File: config.mk
export PLATFORM = sky130hd
export DESIGN_NAME = inv_shift_row
export DESIGN_NICKNAME = d
export VERILOG_FILES = /design/src/rtl/inv_shift_row_pkg.sv /design/src/rtl/isr_permute.sv /design/src/rtl/inv_shift_row.sv
export SDC_FILE = /design/constraint.sdc
export NUM_CORES = 1
export LEC_CHECK = 0
export ABC_AREA = 1
export BUFFER_PORTS_ARGS = -buffer_cell sky130_fd_sc_hd__buf_4
export CAP_MARGIN = 20
export CORE_MARGIN = 3
export CORE_UTILIZATION = 50
export DETAILED_ROUTE_END_ITERATION = 10
export GPL_TIMING_DRIVEN = 0
export PLACE_DENSITY = 0.74
export SYNTH_ARGS = -nofsm -noshare
export SYNTH_HDL_FRONTEND = slang
export SYNTH_SLANG_ARGS = --single-unit
File: constraint.sdc
create_clock -name clk -period 10.5 [get_ports clk]
set_input_delay 1.575 -clock clk [delete_from_list [all_inputs] [get_ports clk]]
set_output_delay 1.575 -clock clk [all_outputs]
set_load 0.01 [all_outputs]
File: src/rtl/inv_shift_row_pkg.sv
// AES state geometry shared by the inverse ShiftRows block: column/byte widths,
// the 128-bit state type and helpers that locate a (row, column) byte.
package inv_shift_row_pkg;

  localparam int NB     = 4;
  localparam int BW     = 8;
  localparam int COLW   = NB * BW;
  localparam int STATEW = NB * COLW;

  // Column 0 occupies the top word; row 0 is the top byte of each column.
  typedef logic [STATEW-1:0] state_t;

  function automatic int col_lsb(input int c);
    return STATEW - COLW * (c + 1);
  endfunction

  function automatic int byte_lsb(input int r, input int c);
    return col_lsb(c) + COLW - BW * (r + 1);
  endfunction

  function automatic int isr_src_col(input int r, input int c);
    return (c - r + NB) % NB;
  endfunction

  function automatic int fwd_src_col(input int r, input int c);
    return (c + r) % NB;
  endfunction

endpackage

File: src/rtl/isr_permute.sv
// Combinational ShiftRows byte permutation: inverse by default, forward when
// fwd = 1 (fwd port only with INV_SHIFT_ROW_FWD_EN). Zero latency, no flow control.
module isr_permute
  import inv_shift_row_pkg::*;
(
`ifdef INV_SHIFT_ROW_FWD_EN
  input  logic   fwd,
`endif
  input  state_t din,
  output state_t dout
);

  always_comb begin
    dout = '0;
    for (int r = 0; r < NB; r++) begin
      for (int c = 0; c < NB; c++) begin
`ifdef INV_SHIFT_ROW_FWD_EN
        dout[byte_lsb(r, c) +: BW] = fwd ? din[byte_lsb(r, fwd_src_col(r, c)) +: BW]
                                         : din[byte_lsb(r, isr_src_col(r, c)) +: BW];
`else
        dout[byte_lsb(r, c) +: BW] = din[byte_lsb(r, isr_src_col(r, c)) +: BW];
`endif
      end
    end
  end

endmodule

File: src/rtl/inv_shift_row.sv
// Inverse ShiftRows into a DEPTH-entry FIFO; output visible the edge a block lands in
// an empty FIFO; in_ready drops when full unless a pop frees a slot. INV_SHIFT_ROW_FWD_EN adds dir.
module inv_shift_row
  import inv_shift_row_pkg::*;
#(
  parameter int DEPTH = 2
) (
`ifdef INV_SHIFT_ROW_FWD_EN
  input  logic        dir,
`endif
  input  logic        clk,
  input  logic        reset,
  input  logic        flush,
  input  logic        in_valid,
  output logic        in_ready,
  input  logic [31:0] SR1,
  input  logic [31:0] SR2,
  input  logic [31:0] SR3,
  input  logic [31:0] SR4,
  output logic        out_valid,
  input  logic        out_ready,
  output logic [31:0] ISR1,
  output logic [31:0] ISR2,
  output logic [31:0] ISR3,
  output logic [31:0] ISR4,
  output logic [3:0]  level
);

  localparam int         AW      = (DEPTH > 1) ? $clog2(DEPTH) : 1;
  localparam logic [3:0] DEPTH_L = 4'(DEPTH);

  state_t          mem [DEPTH];
  state_t          din;
  state_t          perm;
  state_t          dout;
  logic [AW-1:0]   wr_ptr;
  logic [AW-1:0]   rd_ptr;
  logic            rdy_en;
  logic            push;
  logic            pop;

  assign din = {SR1, SR2, SR3, SR4};

  isr_permute u_permute (
`ifdef INV_SHIFT_ROW_FWD_EN
    .fwd  (dir),
`endif
    .din  (din),
    .dout (perm)
  );

  assign out_valid = (level != 4'd0);
  // A pop in the same cycle frees the slot a full FIFO would otherwise lack.
  assign in_ready  = rdy_en & ~flush & ((level < DEPTH_L) | out_ready);
  assign push      = in_valid & in_ready;
  assign pop       = out_valid & out_ready & ~flush;

  always_ff @(posedge clk) begin
    if (push) begin
      mem[wr_ptr] <= perm;
    end
  end

  always_ff @(posedge clk or negedge reset) begin
    if (!reset) begin
      rdy_en <= 1'b0;
      wr_ptr <= '0;
      rd_ptr <= '0;
      level  <= '0;
    end else begin
      rdy_en <= 1'b1;
      if (flush) begin
        wr_ptr <= '0;
        rd_ptr <= '0;
        level  <= '0;
      end else begin
        if (push) wr_ptr <= wr_ptr + AW'(1);
        if (pop)  rd_ptr <= rd_ptr + AW'(1);
        case ({push, pop})
          2'b10:   level <= level + 4'd1;
          2'b01:   level <= level - 4'd1;
          default: level <= level;
        endcase
      end
    end
  end

  // Empty entries read as zero so reset and flush present a clean all-zero output.
  assign dout = out_valid ? mem[rd_ptr] : '0;
  assign {ISR1, ISR2, ISR3, ISR4} = dout;

endmodule

---- Word level (Yosys, flattened, before mapping) ----
Memory sizes are Yosys's and may differ from the RTL's.
Cells that the tools add are included.
operators by class
  bitwise logic cells ..................... 7
  $lt $le $gt $ge ......................... 1
  reductions and logical operators ........ 4
  equality and inequality tests ........... 2
  muxes and demuxes ....................... 9
  add/sub/neg operators ................... 4
operator list
  kind                                                                    number
  128-bit two-way mux                                                     1
  4-bit case mux with 2 select lines                                      1
  1-bit two-way mux                                                       6
  1-bit bitwise AND                                                       5
  4-bit by 1-bit adder with 4-bit output (second input constant)          1
  4-bit by 2-bit < comparator with 1-bit output (second input constant)   1
  4-bit two-way mux                                                       1
  2-bit nonzero test                                                      2
  4-bit nonzero test                                                      1
  4-bit by 1-bit subtractor with 4-bit output (second input constant)     1
  3-bit nonzero test                                                      1
  1-bit adder (second input constant)                                     2
  2-bit by 1-bit equality test with 1-bit output (second input constant)  1
  2-bit equality test (second input constant)                             1
  1-bit inverter                                                          1
  1-bit OR                                                                1
storage, ports and cells
  bits in writable memories ............... 256
  memories kept ........................... 1
  logic and storage cells ................. 32
  bits of input ports ..................... 133
  flip-flop bits (word level) ............. 7
memories
  memory  words  bits a word  read ports  clocked after memory_dff  write ports  RTL line             RTL
  mem     2      128          1           0                         1            inv_shift_row.sv:32  state_t mem [DEPTH];

---- Longest topological paths before layout ----
Gate-level depths: netlist of run 1.
  word-level depth ........................ 7
  mapped depth ............................ 14
  gate-level depth less buffers ........... 14

---- Modules after synthesis ----
From an unflattened synthesis of run 1, not the netlist that was laid out.
second synthesis, totals
  cell total of the unflattened synthesis .. 1134
  area, all modules ....................... 11722.5 um^2
by module, submodules not included
  module         cells each  area an instance (um^2)  instances
  inv_shift_row  1006        10761.6                  1
  isr_permute    128         960.9                    1

---- Worst setup path before layout of run 1 ----
Ideal clock, no wire load.
  kind .................................... in2reg
  start ................................... input port flush
  end ..................................... memory mem[0][0] (netlist name), enable pin
  arrival ................................. 7213 ps
  path slack .............................. 2670 ps
  stages on the path ...................... 3
  path buffers ............................ 0
  data required time ...................... 9883 ps
  library setup time ...................... 617 ps
  cell sequence ........................... nor2_2 -> nand3_2 -> nor2_1
between the ends
  word-level cells in the longest chain between the ends .. 6
RTL lines
  item                                     RTL line             RTL
  start: declaration                       inv_shift_row.sv:13  input logic flush,
  1-bit inverter                           inv_shift_row.sv:54  assign in_ready = rdy_en & ~flush & ((level < DEPTH_L) | out_ready);
  1-bit bitwise AND (2 in a row)           inv_shift_row.sv:54
  1-bit bitwise AND                        inv_shift_row.sv:55  assign push = in_valid & in_ready;
  1-bit two-way mux                        inv_shift_row.sv:59  if (push) begin
  1-bit two-way mux (not written as such)  inv_shift_row.sv:60  mem[wr_ptr] <= perm;
  end: declaration                         inv_shift_row.sv:32
Every way passes these cells.

---- Worst setup path after layout of run 1 ----
  start ................................... register level[0]
  end ..................................... output port ISR3[8]
between the ends
  word-level cells in the longest chain between the ends .. 2
RTL lines
  item                      RTL line             RTL
  start: declaration        inv_shift_row.sv:26  output logic [3:0] level
  start signal: assignment  inv_shift_row.sv:80  2'b10: level <= level + 4'd1;
  start signal: assignment  inv_shift_row.sv:81  2'b01: level <= level - 4'd1;
  start signal: assignment  inv_shift_row.sv:82  default: level <= level;
  4-bit nonzero test        inv_shift_row.sv:52  assign out_valid = (level != 4'd0);
  128-bit two-way mux       inv_shift_row.sv:89  assign dout = out_valid ? mem[rd_ptr] : '0;
  end: declaration          inv_shift_row.sv:24  output logic [31:0] ISR3,
Every way passes these cells.

==> flow_metrics.tcl, run 1 <==
set metrics [dict create \
    worstHoldPathType "flip-flop to flip-flop" \
    report.final.hold_viol_count 0 \
    setup_viol 0 \
    relSlewSlack_pct 42.0 \
    grt_pass1_vias 7288 \
    place_congestion 0.765 \
    power.leakage_nw 6.84 \
    initial_core_util_pct 51.0 \
    whs_path_depth 1 \
    endpoint_kind "primary output" \
    ir_drop_uv 171 \
    syn-cell-area_um2 10800 \
    die_area_um2 23300 \
    grt_max_degree 33 \
    cts_hold_buf 0 \
    cts_buffer_depth 3 \
    syn_to_final_growth_pct 31.7 \
    grt_remaining_overflow 0 \
    yosys_warnings 0 \
    stdcell_area_um2 14200 \
    port_buffers 266 \
    ys_ff_latch 263 \
    drive_gt1_share_pct 25.2 \
    drtIter0Drc 307 \
    grt_first_pass_wirelength_mm 36.9 \
    max_freq_mhz 238 \
    synth_cell_type_count 23 \
    clkSlewWorstSetupHoldPaths_ns 0.06 \
    final-seq-area_um2 7860 \
    drv_slew 0 \
    place_hpwl_mm 16.4 \
    fillers 1573 \
    pin_count 267 \
    num_vias 7417 \
    multi_input_area_um2 2220 \
    slowest_delay_ns 0.65 \
    crit_chain "nor2_1, nand2_2, clkbuf_1, clkbuf_1, nand2_1, inv_1, buf_4" \
    final_common_cell "nand2_1" \
    p_per_area_nw_per_um2 249 \
    drt-pass1-iter-count 6 \
    path_class "flip-flop to primary output" \
    required_ns 8.93 \
    synthesis.nets 1141 \
    grt_usage_pct 19.6 \
    htree_levels 1 \
    finalNetCount 1444 \
    antenna_found_initial 0 \
    final_cell_mix "nand2_1 (528), buf_4 (266), edfxtp_1 (256), inv_1 (139), clkbuf_1 (40)" \
    worst_setup_path_start_kind "flip-flop" \
    worstMarginPinSlew_ns 0.868 \
    cp_slowest_cell "clkbuf_1" \
    crit_arrival_ns 2.62 \
    wirelength_mm 23.9 \
    num_rows 53 \
    tritoncts "yes" \
    antenna_left 0 \
    maxCapViolations 0 \
    synth-seq-area-share_pct 73.1 \
    reg2reg_depth 8 \
    antenna_cells_inserted 0 \
    fp.coreArea_um2 21100 \
    cpMostUsedCell "clkbuf_1" \
    cts-resized-gates 0 \
    skew_ns 0.0206 \
    dpl_cell_area_um2 13300 \
    clkLatencyLatePin_ns 0.53 \
    setup-tns-final_ns 0 \
    synth_cells 1006 \
    dieHeight_um 153 \
    drc_errors 0 \
    cts_setup_buffers 0 \
    dieWidth_um 153 \
    rsz0062_at_grt "false" \
    min_period_ns 4.20 \
    syn_area_per_cell_um2 10.7 \
    min_period_over_period_pct 40.0 \
    vias_per_cell 4.62 \
    cts-root-buf "clkbuf_16" \
    critPathMaxFanout 10 \
    avgRoutedWirePerCell_um 14.9 \
    cts.sinks 263 \
    cts-buffers-inserted 27 \
    status "finished, final reports clean" \
]
cell usage after synthesis, drive strengths merged:
cell	instances	area, µm²
a21boi	1	11.3
a21oi	2	10.0
buf	11	48.8
clkbuf	31	116
conb	1	3.75
dfrtp	7	175
edfxtp	256	7690
ha	2	25.0
inv	140	526
nand2	531	2010
nand3	7	50.1
nand3b	2	15.0
nor2	11	63.8
o21ai	4	23.8
state kept, by name, indices dropped and copies added (netlist names):
signal and count:
rd_ptr 1, level 4, rdy_en 1, wr_ptr 1, mem 256
layout make-up:
| type | count | share of cell area (%) |
|---|---|---|
| flip-flops and latches | 263 | 55.5 |
| multi-input cells | 561 | 15.7 |
| repair buffers | 274 | 15.3 |
| clock buffers | 38 | 5.20 |
| inverters | 140 | 3.71 |
| well taps | 275 | 2.43 |
| plain buffers | 42 | 1.17 |
| clock inverters | 11 | 0.998 |
path summary, 6_finish.rpt:
kind                                 startpoint              endpoint  slack [ns]
setup / recovery           level[0]$_DFFE_PN0P_               ISR3[8]        6.30
hold / removal             level[0]$_DFFE_PN0P_  level[0]$_DFFE_PN0P_        0.56
setup reg to reg           level[3]$_DFFE_PN0P_  mem[1][68]$_DFFE_PP_        7.73
hold reg to reg            level[0]$_DFFE_PN0P_  level[0]$_DFFE_PN0P_        0.56
max in group asynchronous                 reset  level[1]$_DFFE_PN0P_        9.50
min in group asynchronous                 reset      rdy_en$_DFF_PN0_        0.87
critical path, delay by kind of cell (launching register included):
family	cells	cell delay, ns
buffers and inverters	4	1.35
flip-flops	1	0.43
AND/OR/NAND/NOR	3	0.30
power by group:
| group | internal, W | switching, W |
|---|---|---|
| Sequential | 0.00121 | 0.0000205 |
| Clock | 0.000564 | 0.000371 |
| Combinational | 0.000557 | 0.000806 |
kinds of logic after synthesis:
group	synth area share, %
adders and majority gates	0.232
other	0.0348
and+or+nand+nor	19.8
AOI/OAI and AO/OA	0.419
DFF	73.1
buffers and inverters	6.42
layer usage:
layer  global-route usage (%)  up-vias  share of wire (%)
met2                     35.7      212                 52
met1                     23.2     3416                 39
met5                        0        -                  0
met3                     4.71       42                6.1
li1                         -     3747                  -
met4                     5.64        0                2.9
metrics by stage:
| step | cells | setup WS [ns] | hold WS [ns] | util [%] | total power [W] |
|---|---|---|---|---|---|
| after floorplan | 1006 | 2.67 | 0.484 | - | 0.00195 |
| after global placement | 1547 | -0.592 | 0.505 | 62.1 | 0.00261 |
| after detailed placement | 1555 | 6.58 | 0.558 | 63.0 | 0.00262 |
| after CTS | 1604 | 6.18 | 0.571 | 67.2 | 0.00357 |
| after global routing | 1604 | 6.10 | 0.592 | 67.2 | 0.00374 |
| final | 1604 | 6.30 | 0.564 | 67.2 | 0.00352 |
No activity file was read; power rests on OpenSTA's default activity.
==> run 2, diff against run 1 <==
Clock period 10.5 ns to 4.18 ns, I/O delays scaled along.
==> run 2 against run 1 <==
  * Final area hardly changed
  * Combinational power grew to 2.5 times the previous value
  * Die area stayed put
  * Critical path depth stayed put
  * Highest routed layer unchanged
  * Final cell count stayed put
  * Via count is 0.67% higher
  * Count of clock-buffer cells in the layout is 6 lower
  * Global-route usage is 0.30 points higher
  * Total power grew to 2.5 times the previous value
  * First-iteration DRC count is 3.3% higher
==> flow_metrics.tcl, run 2 (synthesis results as in run 1) <==
set metrics [dict create \
    grt_first_pass_wirelength_mm 37.5 \
    min_period_over_period_pct 78.5 \
    vias_per_cell 4.66 \
    num_rows 53 \
    p_clk_share_pct 26.6 \
    clkLatencyLatePin_ns 0.52 \
    cts_buffer_depth 3 \
    cts.sinks 263 \
    crit_arrival_ns 2.65 \
    slowest_delay_ns 0.66 \
    final_common_cell "nand2_1" \
    worstMarginPinSlew_ns 0.906 \
    max_freq_mhz 305 \
    crit_chain "nor2_1, nand2_2, clkbuf_1, clkbuf_1, nand2_1, inv_1, buf_4" \
    largest_reg_flops 256 \
    grt_remaining_overflow 0 \
    fillers 1580 \
    dp.cells 1555 \
    grt_max_degree 33 \
    num_vias 7467 \
    antenna_cells_inserted 0 \
    tritoncts "yes" \
    dieWidth_um 153 \
    report.final.hold_viol_count 0 \
    place_hpwl_mm 16.4 \
    grt_usage_pct 19.9 \
    worst_setup_path_start_kind "flip-flop" \
    maxCapViolations 0 \
    pwr-share-seq_pct 34.8 \
    antenna_found_initial 0 \
    antenna_left 0 \
    p_int_w 0.00586 \
    htree_levels 1 \
    power.leakage_nw 6.83 \
    min_period_ns 3.28 \
    fp.coreArea_um2 21100 \
    cpMostUsedCell "clkbuf_1" \
    syn_to_final_growth_pct 31.7 \
    skew_ns 0.0128 \
    endpoint_kind "primary output" \
    final_cell_mix "nand2_1 (528), buf_4 (266), edfxtp_1 (256), inv_1 (139), clkbuf_1 (36)" \
    stdcell_count 1604 \
    wirelength_mm 23.9 \
    status "finished, final reports clean" \
    drt-pass1-iter-count 4 \
    avgRoutedWirePerCell_um 14.9 \
    clkSlewWorstSetupHoldPaths_ns 0.07 \
    switchingPower_w 0.00301 \
    drtIter0Drc 317 \
    relSlewSlack_pct 39.5 \
    dieHeight_um 153 \
    path_class "flip-flop to primary output" \
    p_per_area_nw_per_um2 625 \
    dpl_worst_slack_ns 1.33 \
    reg.largest.list "mem: 256 flops, level: 4 flops" \
    cp_slowest_cell "clkbuf_1" \
    pin_count 267 \
    required_ns 3.55 \
    cts-resized-gates 0 \
    finalNetCount 1444 \
    port_buffers 266 \
    regMostFlops "mem" \
    combPwrFrac_pct 38.6 \
    rsz0062_at_grt "false" \
    grt_pass1_vias 7384 \
    cts-root-buf "clkbuf_16" \
    drive_gt1_share_pct 25.1 \
    place_congestion 0.760 \
    initial_core_util_pct 51.0 \
    ir_drop_uv 401 \
    drc_errors 0 \
    timing.final.ws_setup_ns 0.898 \
    cts-buffers-inserted 26 \
    setup_viol 0 \
    netSwitchingFraction_pct 33.9 \
    critPathMaxFanout 10 \
    die_area_um2 23300 \
    drv_slew 0 \
    worstHoldPathType "primary input to flip-flop" \
]
run 2: changes by cell type in the layout (fill, tap and decap cells not counted), sizes merged:
cell,before,now
inv,142,140
bufinv,3,4
clkinv,5,8
clkinvlp,1,4
clkbuf,69,63
dlygate4sd3,0,1
run 2: metrics by stage:
step | power (W) | hold WS (ns) | setup TNS (ns) | utilization (%) | area, µm²
after floorplan | 0.00488 | 0.331 | -140.07 | - | 10800
after global placement | 0.00654 | 0.447 | -657.82 | 62.2 | 13100
after detailed placement | 0.00659 | 0.449 | 0 | 63.0 | 13300
after CTS | 0.00897 | 0.269 | 0 | 67.2 | 14200
after global routing | 0.00941 | 0.271 | 0 | 67.2 | 14200
final | 0.00886 | 0.293 | 0 | 67.2 | 14200
run 2: cell type report:
| class | instances | area (µm²) | area share (%) |
|---|---|---|---|
| tap | 275 | 344 | 2.43 |
| multi-input combinational | 561 | 2220 | 15.7 |
| buffer | 42 | 165 | 1.17 |
| sequential | 263 | 7860 | 55.5 |
| inverter | 140 | 526 | 3.71 |
| clock buffer | 32 | 694 | 4.90 |
| clock inverter | 16 | 183 | 1.29 |
| timing repair buffer | 275 | 2170 | 15.3 |
run 2: metal layers:
layer	vias to the layer above	track usage [%]	wire length (µm)
li1	3756	-	-
met1	3417	24.6	9050
met2	252	35.0	12400
met3	42	4.74	1860
met4	0	6.07	663
met5	-	0	0
run 2: final timing paths:
path | to | cells past startpoint | slack [ns] | start
max in group asynchronous | rdy_en$_DFF_PN0_ | 2 | 3.59 | reset
worst min register to register | wr_ptr$_DFFE_PN0P_ | 1 | 0.58 | wr_ptr$_DFFE_PN0P_
worst min-delay path | mem[0][118]$_DFFE_PP_ | 1 | 0.29 | SR4[22]
worst max-delay path | ISR3[8] | 7 | 0.90 | level[0]$_DFFE_PN0P_
worst max register to register | mem[1][74]$_DFFE_PP_ | 7 | 1.57 | level[3]$_DFFE_PN0P_
min in group asynchronous | level[0]$_DFFE_PN0P_ | 2 | 0.46 | reset
run 2: timing repair:
| action | in CTS | in global routing |
|---|---|---|
| hold buffers | 1 | 0 |
| setup buffers | 0 | 0 |
| endpoints found under the setup margin | 0 | 0 |
| endpoints found under the hold margin | 7 | 0 |
run 2: worst max-delay path: cells and delay by family (launching register included):
family	cells	cell delay (ns)
buffers and inverters	4	1.37
flip-flops	1	0.45
AND/OR/NAND/NOR	3	0.31
run 2: power groups by stage:
stage | clock (W) | sequential, W | combinational (W)
final | 0.00236 | 0.00308 | 0.00342
after global routing | 0.00252 | 0.00309 | 0.00380
after CTS | 0.00240 | 0.00308 | 0.00348
after detailed placement | 0 | 0.00314 | 0.00346
after global placement | 0 | 0.00315 | 0.00339
after floorplan | 0 | 0.00315 | 0.00173
